===== src/rtl/flash_adc_pkg.sv =====
// Shared constants and the FIFO entry type for the flash ADC thermometer encoder.
package flash_adc_pkg;

    localparam int unsigned N_CMP_DEF = 32;
    localparam int unsigned CODE_W    = 6;

    typedef struct packed {
        logic [CODE_W-1:0] code;
        logic              or_flag;
        logic              ur_flag;
    } fifo_entry_t;

endpackage


===== src/rtl/flash_enc_fifo.sv =====
// Output FIFO: power-of-two depth, extra pointer bit for full/empty, head zeroed when empty.
module flash_enc_fifo
    import flash_adc_pkg::*;
#(
    parameter int unsigned FIFO_DEPTH = 4,
    parameter type entry_t = fifo_entry_t
) (
    input  logic   clk,
    input  logic   rst_n,
    input  logic   wr_en_i,
    input  entry_t wr_data_i,
    input  logic   rd_en_i,
    output entry_t rd_data_o,
    output logic   empty_o,
    output logic   full_o,
    output logic   drop_o
);

    localparam int unsigned AW = $clog2(FIFO_DEPTH);

    logic [AW:0] wr_ptr_q, wr_ptr_d;
    logic [AW:0] rd_ptr_q, rd_ptr_d;
    entry_t      mem_q [FIFO_DEPTH];
    logic        rd_fire;
    logic        wr_fire;

    assign empty_o = (wr_ptr_q == rd_ptr_q);
    assign full_o  = (wr_ptr_q[AW] != rd_ptr_q[AW]) &&
                     (wr_ptr_q[AW-1:0] == rd_ptr_q[AW-1:0]);

    // A read in the same cycle frees the slot the write lands in, so a full FIFO still accepts.
    assign rd_fire = rd_en_i && !empty_o;
    assign wr_fire = wr_en_i && (!full_o || rd_fire);
    assign drop_o  = wr_en_i && !wr_fire;

    always_comb begin
        wr_ptr_d = wr_ptr_q + (AW+1)'(wr_fire);
        rd_ptr_d = rd_ptr_q + (AW+1)'(rd_fire);
    end

    always_ff @(posedge clk or negedge rst_n) begin
        if (!rst_n) begin
            wr_ptr_q <= '0;
            rd_ptr_q <= '0;
        end else begin
            wr_ptr_q <= wr_ptr_d;
            rd_ptr_q <= rd_ptr_d;
        end
    end

    always_ff @(posedge clk) begin
        if (wr_fire) begin
            mem_q[wr_ptr_q[AW-1:0]] <= wr_data_i;
        end
    end

    assign rd_data_o = empty_o ? '0 : mem_q[rd_ptr_q[AW-1:0]];

endmodule


===== src/rtl/flash_therm_encoder.sv =====
// Flash ADC thermometer-to-binary encoder: capture, bubble correction, popcount, output FIFO.
// Define FLASH_ENC_BUBBLE_CORR_EN to enable majority-of-three bubble correction and counting.
module flash_therm_encoder
    import flash_adc_pkg::*;
#(
    parameter int unsigned N_CMP      = N_CMP_DEF,
    parameter int unsigned FIFO_DEPTH = 4
) (
    input  logic              clk,
    input  logic              rst_n,
    input  logic [N_CMP-1:0]  q,
    input  logic              cal_rdy,
    input  logic              sample_en,
    output logic [CODE_W-1:0] out_data,
    output logic              out_or,
    output logic              out_ur,
    output logic              out_valid,
    input  logic              out_ready,
    output logic              ovf,
    output logic [15:0]       bubble_cnt,
    input  logic              clr
);

    logic              s1_v_q, s2_v_q, s3_v_q;
    logic [N_CMP-1:0]  s1_data_q, s2_data_q;
    logic [N_CMP-1:0]  corr_d;
    logic              bub_d, s2_bub_q;
    logic [CODE_W-1:0] code_d;
    fifo_entry_t       s3_d, s3_q;
    fifo_entry_t       head;
    logic              fifo_empty, fifo_full, fifo_drop;
    logic              ovf_q;
    logic [15:0]       bub_cnt_q;

`ifdef FLASH_ENC_BUBBLE_CORR_EN
    logic [N_CMP+1:0]  qext;

    // Edges of the ladder are pinned: below bit 0 reads 1, above the top reads 0.
    always_comb begin
        qext = {1'b0, s1_data_q, 1'b1};
        corr_d = '0;
        for (int unsigned i = 0; i < N_CMP; i++) begin
            corr_d[i] = (qext[i] & qext[i+1]) | (qext[i+1] & qext[i+2]) | (qext[i] & qext[i+2]);
        end
        bub_d = (corr_d != s1_data_q);
    end
`else
    always_comb begin
        corr_d = s1_data_q;
        bub_d  = 1'b0;
    end
`endif

    always_comb begin
        code_d = '0;
        for (int unsigned i = 0; i < N_CMP; i++) begin
            code_d = code_d + CODE_W'(s2_data_q[i]);
        end
        s3_d.code    = code_d;
        s3_d.or_flag = (code_d == CODE_W'(N_CMP));
        s3_d.ur_flag = (code_d == '0);
    end

    always_ff @(posedge clk or negedge rst_n) begin
        if (!rst_n) begin
            s1_v_q    <= 1'b0;
            s2_v_q    <= 1'b0;
            s3_v_q    <= 1'b0;
            s1_data_q <= '0;
            s2_data_q <= '0;
            s2_bub_q  <= 1'b0;
            s3_q      <= '0;
        end else begin
            // Valid bits drop while cal_rdy is low, flushing the pipe without touching the FIFO.
            s1_v_q   <= sample_en && cal_rdy;
            s2_v_q   <= s1_v_q && cal_rdy;
            s3_v_q   <= s2_v_q && cal_rdy;
            if (sample_en && cal_rdy) begin
                s1_data_q <= q;
            end
            s2_data_q <= corr_d;
            s2_bub_q  <= bub_d;
            s3_q      <= s3_d;
        end
    end

    always_ff @(posedge clk or negedge rst_n) begin
        if (!rst_n) begin
            ovf_q     <= 1'b0;
            bub_cnt_q <= '0;
        end else if (clr) begin
            ovf_q     <= 1'b0;
            bub_cnt_q <= '0;
        end else begin
            if (fifo_drop) begin
                ovf_q <= 1'b1;
            end
            if (s2_v_q && s2_bub_q && (bub_cnt_q != '1)) begin
                bub_cnt_q <= bub_cnt_q + 16'd1;
            end
        end
    end

    flash_enc_fifo #(
        .FIFO_DEPTH (FIFO_DEPTH),
        .entry_t    (fifo_entry_t)
    ) u_fifo (
        .clk       (clk),
        .rst_n     (rst_n),
        .wr_en_i   (s3_v_q),
        .wr_data_i (s3_q),
        .rd_en_i   (out_ready),
        .rd_data_o (head),
        .empty_o   (fifo_empty),
        .full_o    (fifo_full),
        .drop_o    (fifo_drop)
    );

    assign out_valid  = !fifo_empty;
    assign out_data   = head.code;
    assign out_or     = head.or_flag;
    assign out_ur     = head.ur_flag;
    assign ovf        = ovf_q;
    assign bubble_cnt = bub_cnt_q;

endmodule


===== config.mk =====
export PLATFORM = sky130hd
export DESIGN_NAME = flash_therm_encoder
export DESIGN_NICKNAME = d
export VERILOG_FILES = /design/src/rtl/flash_adc_pkg.sv /design/src/rtl/flash_enc_fifo.sv /design/src/rtl/flash_therm_encoder.sv
export SDC_FILE = /design/constraint.sdc
export NUM_CORES = 1
export LEC_CHECK = 0
export CAP_MARGIN = 25
export CORE_ASPECT_RATIO = 0.7
export CORE_MARGIN = 2
export CORE_UTILIZATION = 29
export CTS_BUF_LIST = sky130_fd_sc_hd__clkbuf_4 sky130_fd_sc_hd__clkbuf_8
export CTS_CLUSTER_DIAMETER = 200
export DETAILED_ROUTE_END_ITERATION = 6
export MAX_ROUTING_LAYER = met4
export REMOVE_ABC_BUFFERS = 1
export SYNTH_ARGS = -nofsm -noshare
export SYNTH_HDL_FRONTEND = slang
export SYNTH_SLANG_ARGS = --single-unit

===== constraint.sdc =====
create_clock -name clk -period 5.9 [get_ports clk]
set_clock_uncertainty 0.2 [all_clocks]
set_input_delay 1.18 -clock clk [delete_from_list [all_inputs] [get_ports clk]]
set_output_delay 1.18 -clock clk [all_outputs]
set_load 0.02 [all_outputs]

# ---- Word-level counts from Yosys, hierarchy flattened
# Memory sizes are Yosys's and may differ from the RTL's.
# Cells that the tools add are included.
dict set report op_classes {
  n_reduce_logical 13
  eq_ne 4
  n_mux 6
  addsub 33
}
# cell count
set ops {}
lappend ops {{adder 6 x 1 -> 6 bit} 26}
lappend ops {{2-to-1 mux 16 bit} 1}
lappend ops {{2-to-1 mux 8 bit} 1}
lappend ops {{logical AND 1 bit} 7}
lappend ops {{adder 3 x 1 -> 3 bit} 2}
lappend ops {{adder 5 x 1 -> 6 bit} 1}
lappend ops {{equality test 6 bit (second input constant)} 1}
lappend ops {{logical NOT 6 bit} 1}
lappend ops {{adder 4 x 1 -> 5 bit} 1}
lappend ops {{adder 3 x 1 -> 4 bit} 1}
lappend ops {{2-to-1 mux 1 bit} 4}
lappend ops {{adder 2 x 1 -> 3 bit} 1}
lappend ops {{equality test 3 bit} 1}
lappend ops {{logical NOT 1 bit} 3}
lappend ops {{adder 1 x 1 -> 2 bit} 1}
lappend ops {{equality test 2 bit} 1}
lappend ops {{nonzero test 2 bit} 1}
lappend ops {{logical OR 1 bit} 1}
lappend ops {{!= test 1 bit} 1}
dict set report word_totals {
  reg_bits 98
  wordCells 69
  ram_bits 32
  memories 1
  out_inout_bits 26
}
# memory words word_bits rd rd_clocked_by_memory_dff write_ports line
set memory_table {}
lappend memory_table {u_fifo.mem_q 4 8 1 0 1 flash_enc_fifo.sv:23} ;# entry_t mem_q [FIFO_DEPTH];

# ---- Longest topological paths before layout
dict set report logic_depth {
  ltp_word 32
  mapped_depth 15
  ltp_nobuf 15
}

# ---- Hierarchy
# From an unflattened synthesis, not the netlist that was laid out.
dict set report hier_totals {
  hier_cells 309
  hier_area_um2 4924.7
}
# mod area_per_inst_um2 n_inst seq_area_each_um2 cells_each
set modules_own_cells {}
lappend modules_own_cells {flash_therm_encoder 3315.7 1 1901.8 233}
lappend modules_own_cells {flash_enc_fifo 1609.0 1 1111.1 76}

# ---- Worst setup path before layout
# No wires, ideal clock.
dict set report synth_path {
  path_kind {register -> register}
  startpoint {reg s2_data_q[17]}
  endpoint {reg s3_q[0] (netlist name)}
  stages_incl_launch_ff 15
  n_path_buf 0
  arrival_time_ns 4.703
  path_slack_ns 0.886
  t_required_ns 5.589
  setup_time_ns 0.111
  synth_period_minus_slack_ns 5.014
  cell_sequence {dfrtp_1 -> fa_1 -> inv_1 -> fa_1 -> fa_1 -> fa_1 -> fa_1 -> fa_1 -> inv_1 -> ha_1 -> inv_1 -> fa_1 -> inv_1 -> or3_1 -> a2111oi_2}
}
# element line
set synth_lines {}
lappend synth_lines {{start: declaration} flash_therm_encoder.sv:25} ;# logic [N_CMP-1:0] s1_data_q, s2_data_q;
lappend synth_lines {{start signal: assignment} flash_therm_encoder.sv:81} ;# s2_data_q <= corr_d;
lappend synth_lines {{end signal: assignment} flash_therm_encoder.sv:72} ;# s3_q <= '0;
lappend synth_lines {{end signal: assignment} flash_therm_encoder.sv:83} ;# s3_q <= s3_d;
lappend synth_lines {{end: declaration} flash_therm_encoder.sv:29} ;# fifo_entry_t s3_d, s3_q;

==> impl_metrics.env <==
export IMPL_rsz0062_at_grt="false"
export IMPL_h_tree_depth=4
export IMPL_timing_fmax_ghz=0.193
export IMPL_synth_compound_area_share_pct=1.35
export IMPL_muxShareOfSynthArea_pct=11.2
export IMPL_clk_pin_slew_ps=70
export IMPL_maxSlewViolCount=0
export IMPL_start_util_pct=29.6
export IMPL_cts_hold_buf=0
export IMPL_cts_buffers=17
export IMPL_first_pass_iters=2
export IMPL_syn_to_final_growth_pct=23.2
export IMPL_core_um2=16300
export IMPL_cts_root_buffer="clkbuf_8"
export IMPL_first_iter_violations=65
export IMPL_ys_types=30
export IMPL_critPathMaxFanout=2
export IMPL_worstHoldPathType="reg -> reg"
export IMPL_synth_simple_area_share_pct=3.60
export IMPL_wl_mm=7.34
export IMPL_grt_pass1_vias=2523
export IMPL_antenna_left=0
export IMPL_startpoint_type="flip-flop"
export IMPL_endpoint_kind="flip-flop"
export IMPL_synthAdderAreaFrac_pct=12.8
export IMPL_critPathKind="reg -> reg"
export IMPL_finalNetCount=445
export IMPL_dp_hpwl_mm=5.22
export IMPL_fp_dieW_um=158
export IMPL_setup_viol_count_final=0
export IMPL_antennaDiodeCount=0
export IMPL_status="finished, final reports clean"
export IMPL_drc=0
export IMPL_avgRoutedWirePerCell_um=12.0
export IMPL_period_share_pct=87.9
export IMPL_clock_sinks=114
export IMPL_ios=64
export IMPL_cts_setup_buffers=0
export IMPL_yosysSeqAreaShare_pct=62.4
export IMPL_layout_drive_gt1_share_pct=20.3
export IMPL_place_ws_ps=677
export IMPL_tightest_slew_ps=719
export IMPL_slew_headroom_pct=51.9
export IMPL_antenna_found_initial=0
export IMPL_utilization_pct=36.5
export IMPL_yosys_area_share_xor_xnor_pct=1.45
export IMPL_vias=2344
export IMPL_arrival_ps=5280
export IMPL_clockBufferDepth=2
export IMPL_port_buffer_count=47
export IMPL_routabilityCongestion=0.692
export IMPL_synth_warnings=0
export IMPL_overflow=0
export IMPL_setup_ws_ps=716
export IMPL_cts_tree="built"
export IMPL_cts_resized=0
export IMPL_clock_latency_ps=420
export IMPL_grt_max_degree=83
export IMPL_rows=39
export IMPL_max_cap_viol_count=0
export IMPL_grt_usage_pct=9.62
export IMPL_syn_area_um2=4830
export IMPL_synth_top_family_by_area="adder cells"
export IMPL_period_needed_ps=5180
export IMPL_fp_dieH_um=112
export IMPL_crit_required_ps=6000
export IMPL_fin_tns_setup_ps=0
export IMPL_syn_inst=310
export IMPL_die_area_um2=17700
export IMPL_grt_pass1_wl_mm=12.4
export IMPL_ys_ff_latch=114
export IMPL_final_hold_viol_count=0
export IMPL_syn_area_per_cell_um2=15.6
export IMPL_vias_per_cell=3.84
==> state kept, by name (all words and copies together), names as in the netlist <==
| name | cells |
|---|---|
| s2_v_q | 1 |
| s3_q | 8 |
| ovf | 1 |
| s3_v_q | 1 |
| u_fifo.wr_ptr_q | 3 |
| s2_data_q | 32 |
| u_fifo.mem_q | 32 |
| corr_d | 32 |
| s1_v_q | 1 |
| u_fifo.rd_ptr_q | 3 |
==> layout by cell type, fill, tap and decap left out, drive strengths merged, types with 4 or more instances in the layout <==
| master | count |
|---|---|
| mux4 | 8 |
| nor2b | 10 |
| clkdlybuf4s50 | 46 |
| nor2 | 8 |
| buf | 4 |
| dfrtp | 82 |
| conb | 16 |
| clkbuf | 18 |
| bufinv | 4 |
| inv | 52 |
| ha | 11 |
| mux2 | 32 |
| xor2 | 5 |
| fa | 24 |
| clkinv | 6 |
| edfxtp | 32 |
==> worst paths after layout <==
path / startpoint / slack [ps] / cells after the start / end
max: s2_data_q[17] / 720 / 14 / s3_q[0]
min: corr_d[10] / 160 / 0 / s2_data_q[10]
max reg2reg: s2_data_q[17] / 720 / 14 / s3_q[0]
min reg2reg: corr_d[10] / 160 / 0 / s2_data_q[10]
max in group asynchronous: rst_n / 4520 / 2 / s3_q[6]
min in group asynchronous: rst_n / 400 / 1 / corr_d[29]
==> logic make-up after synthesis <==
| kind of cell | count (synthesis) |
|---|---|
| buffers and inverters | 73 |
| DFF | 114 |
| and+or+nand+nor | 31 |
| muxes | 40 |
| xor gates and xnor gates | 8 |
| adders and majority gates | 35 |
| other | 1 |
| AOI/OAI and AO/OA | 8 |
==> Yosys cell counts, drive strengths merged <==
library cell | instances | area [um2]
or3 | 1 | 6.26
fa | 24 | 480
and2 | 3 | 18.8
o211ai | 1 | 7.51
mux2 | 32 | 360
and3 | 1 | 6.26
a211oi | 2 | 15.0
a31oi | 1 | 6.26
xor2 | 5 | 43.8
inv | 51 | 191
nand3 | 1 | 5.00
or2 | 2 | 12.5
xnor2 | 3 | 26.3
conb | 1 | 3.75
mux4 | 8 | 180
dfrtp | 82 | 2050
and3b | 1 | 8.76
buf | 22 | 156
edfxtp | 32 | 961
nor2b | 10 | 62.6
a21oi | 2 | 10.0
ha | 11 | 138
nor2 | 8 | 30.0
o41a | 1 | 11.3
a2111oi | 1 | 15.0
or3b | 1 | 8.76
nand2 | 2 | 7.51
nor3b | 1 | 7.51
==> area by class of cell <==
type / instances / area [um2]
clock buffers: 18 / 241
clock inverters: 14 / 188
fillers: 1579 / 10300
inverters: 51 / 191
multi-input cells: 138 / 1530
flip-flops and latches: 114 / 3010
well taps: 225 / 282
repair buffers: 50 / 510
==> per-stage QoR <==
stage	hold slack (ps)	area, um2	std cells
2_1_floorplan	149	4730	303
3_3_place_gp	158	5500	577
3_5_place_dp	158	5500	577
4_1_cts	169	5930	609
5_1_grt	180	5950	610
6_report	164	5950	610
==> metal layers <==
metal	part of all wire [%]	GRT usage, %
met1	48	12.4
met2	46	13.9
met3	4.6	3.54
met4	1.4	3.60
met5	0	-
==> critical path, cell delays in order (launching register included) <==
cell and delay [ps]:
dfrtp_1 390, fa_1 530, inv_1 50, fa_1 520, fa_1 440, fa_1 480
fa_1 530, fa_1 410, inv_1 70, ha_1 160, inv_1 50, fa_1 470
inv_1 40, or3_1 390, a2111oi_2 330
Power is left out: the tool's default activity adds up to more than one toggle a clock period on the data nets, which glitch-free logic cannot reach.
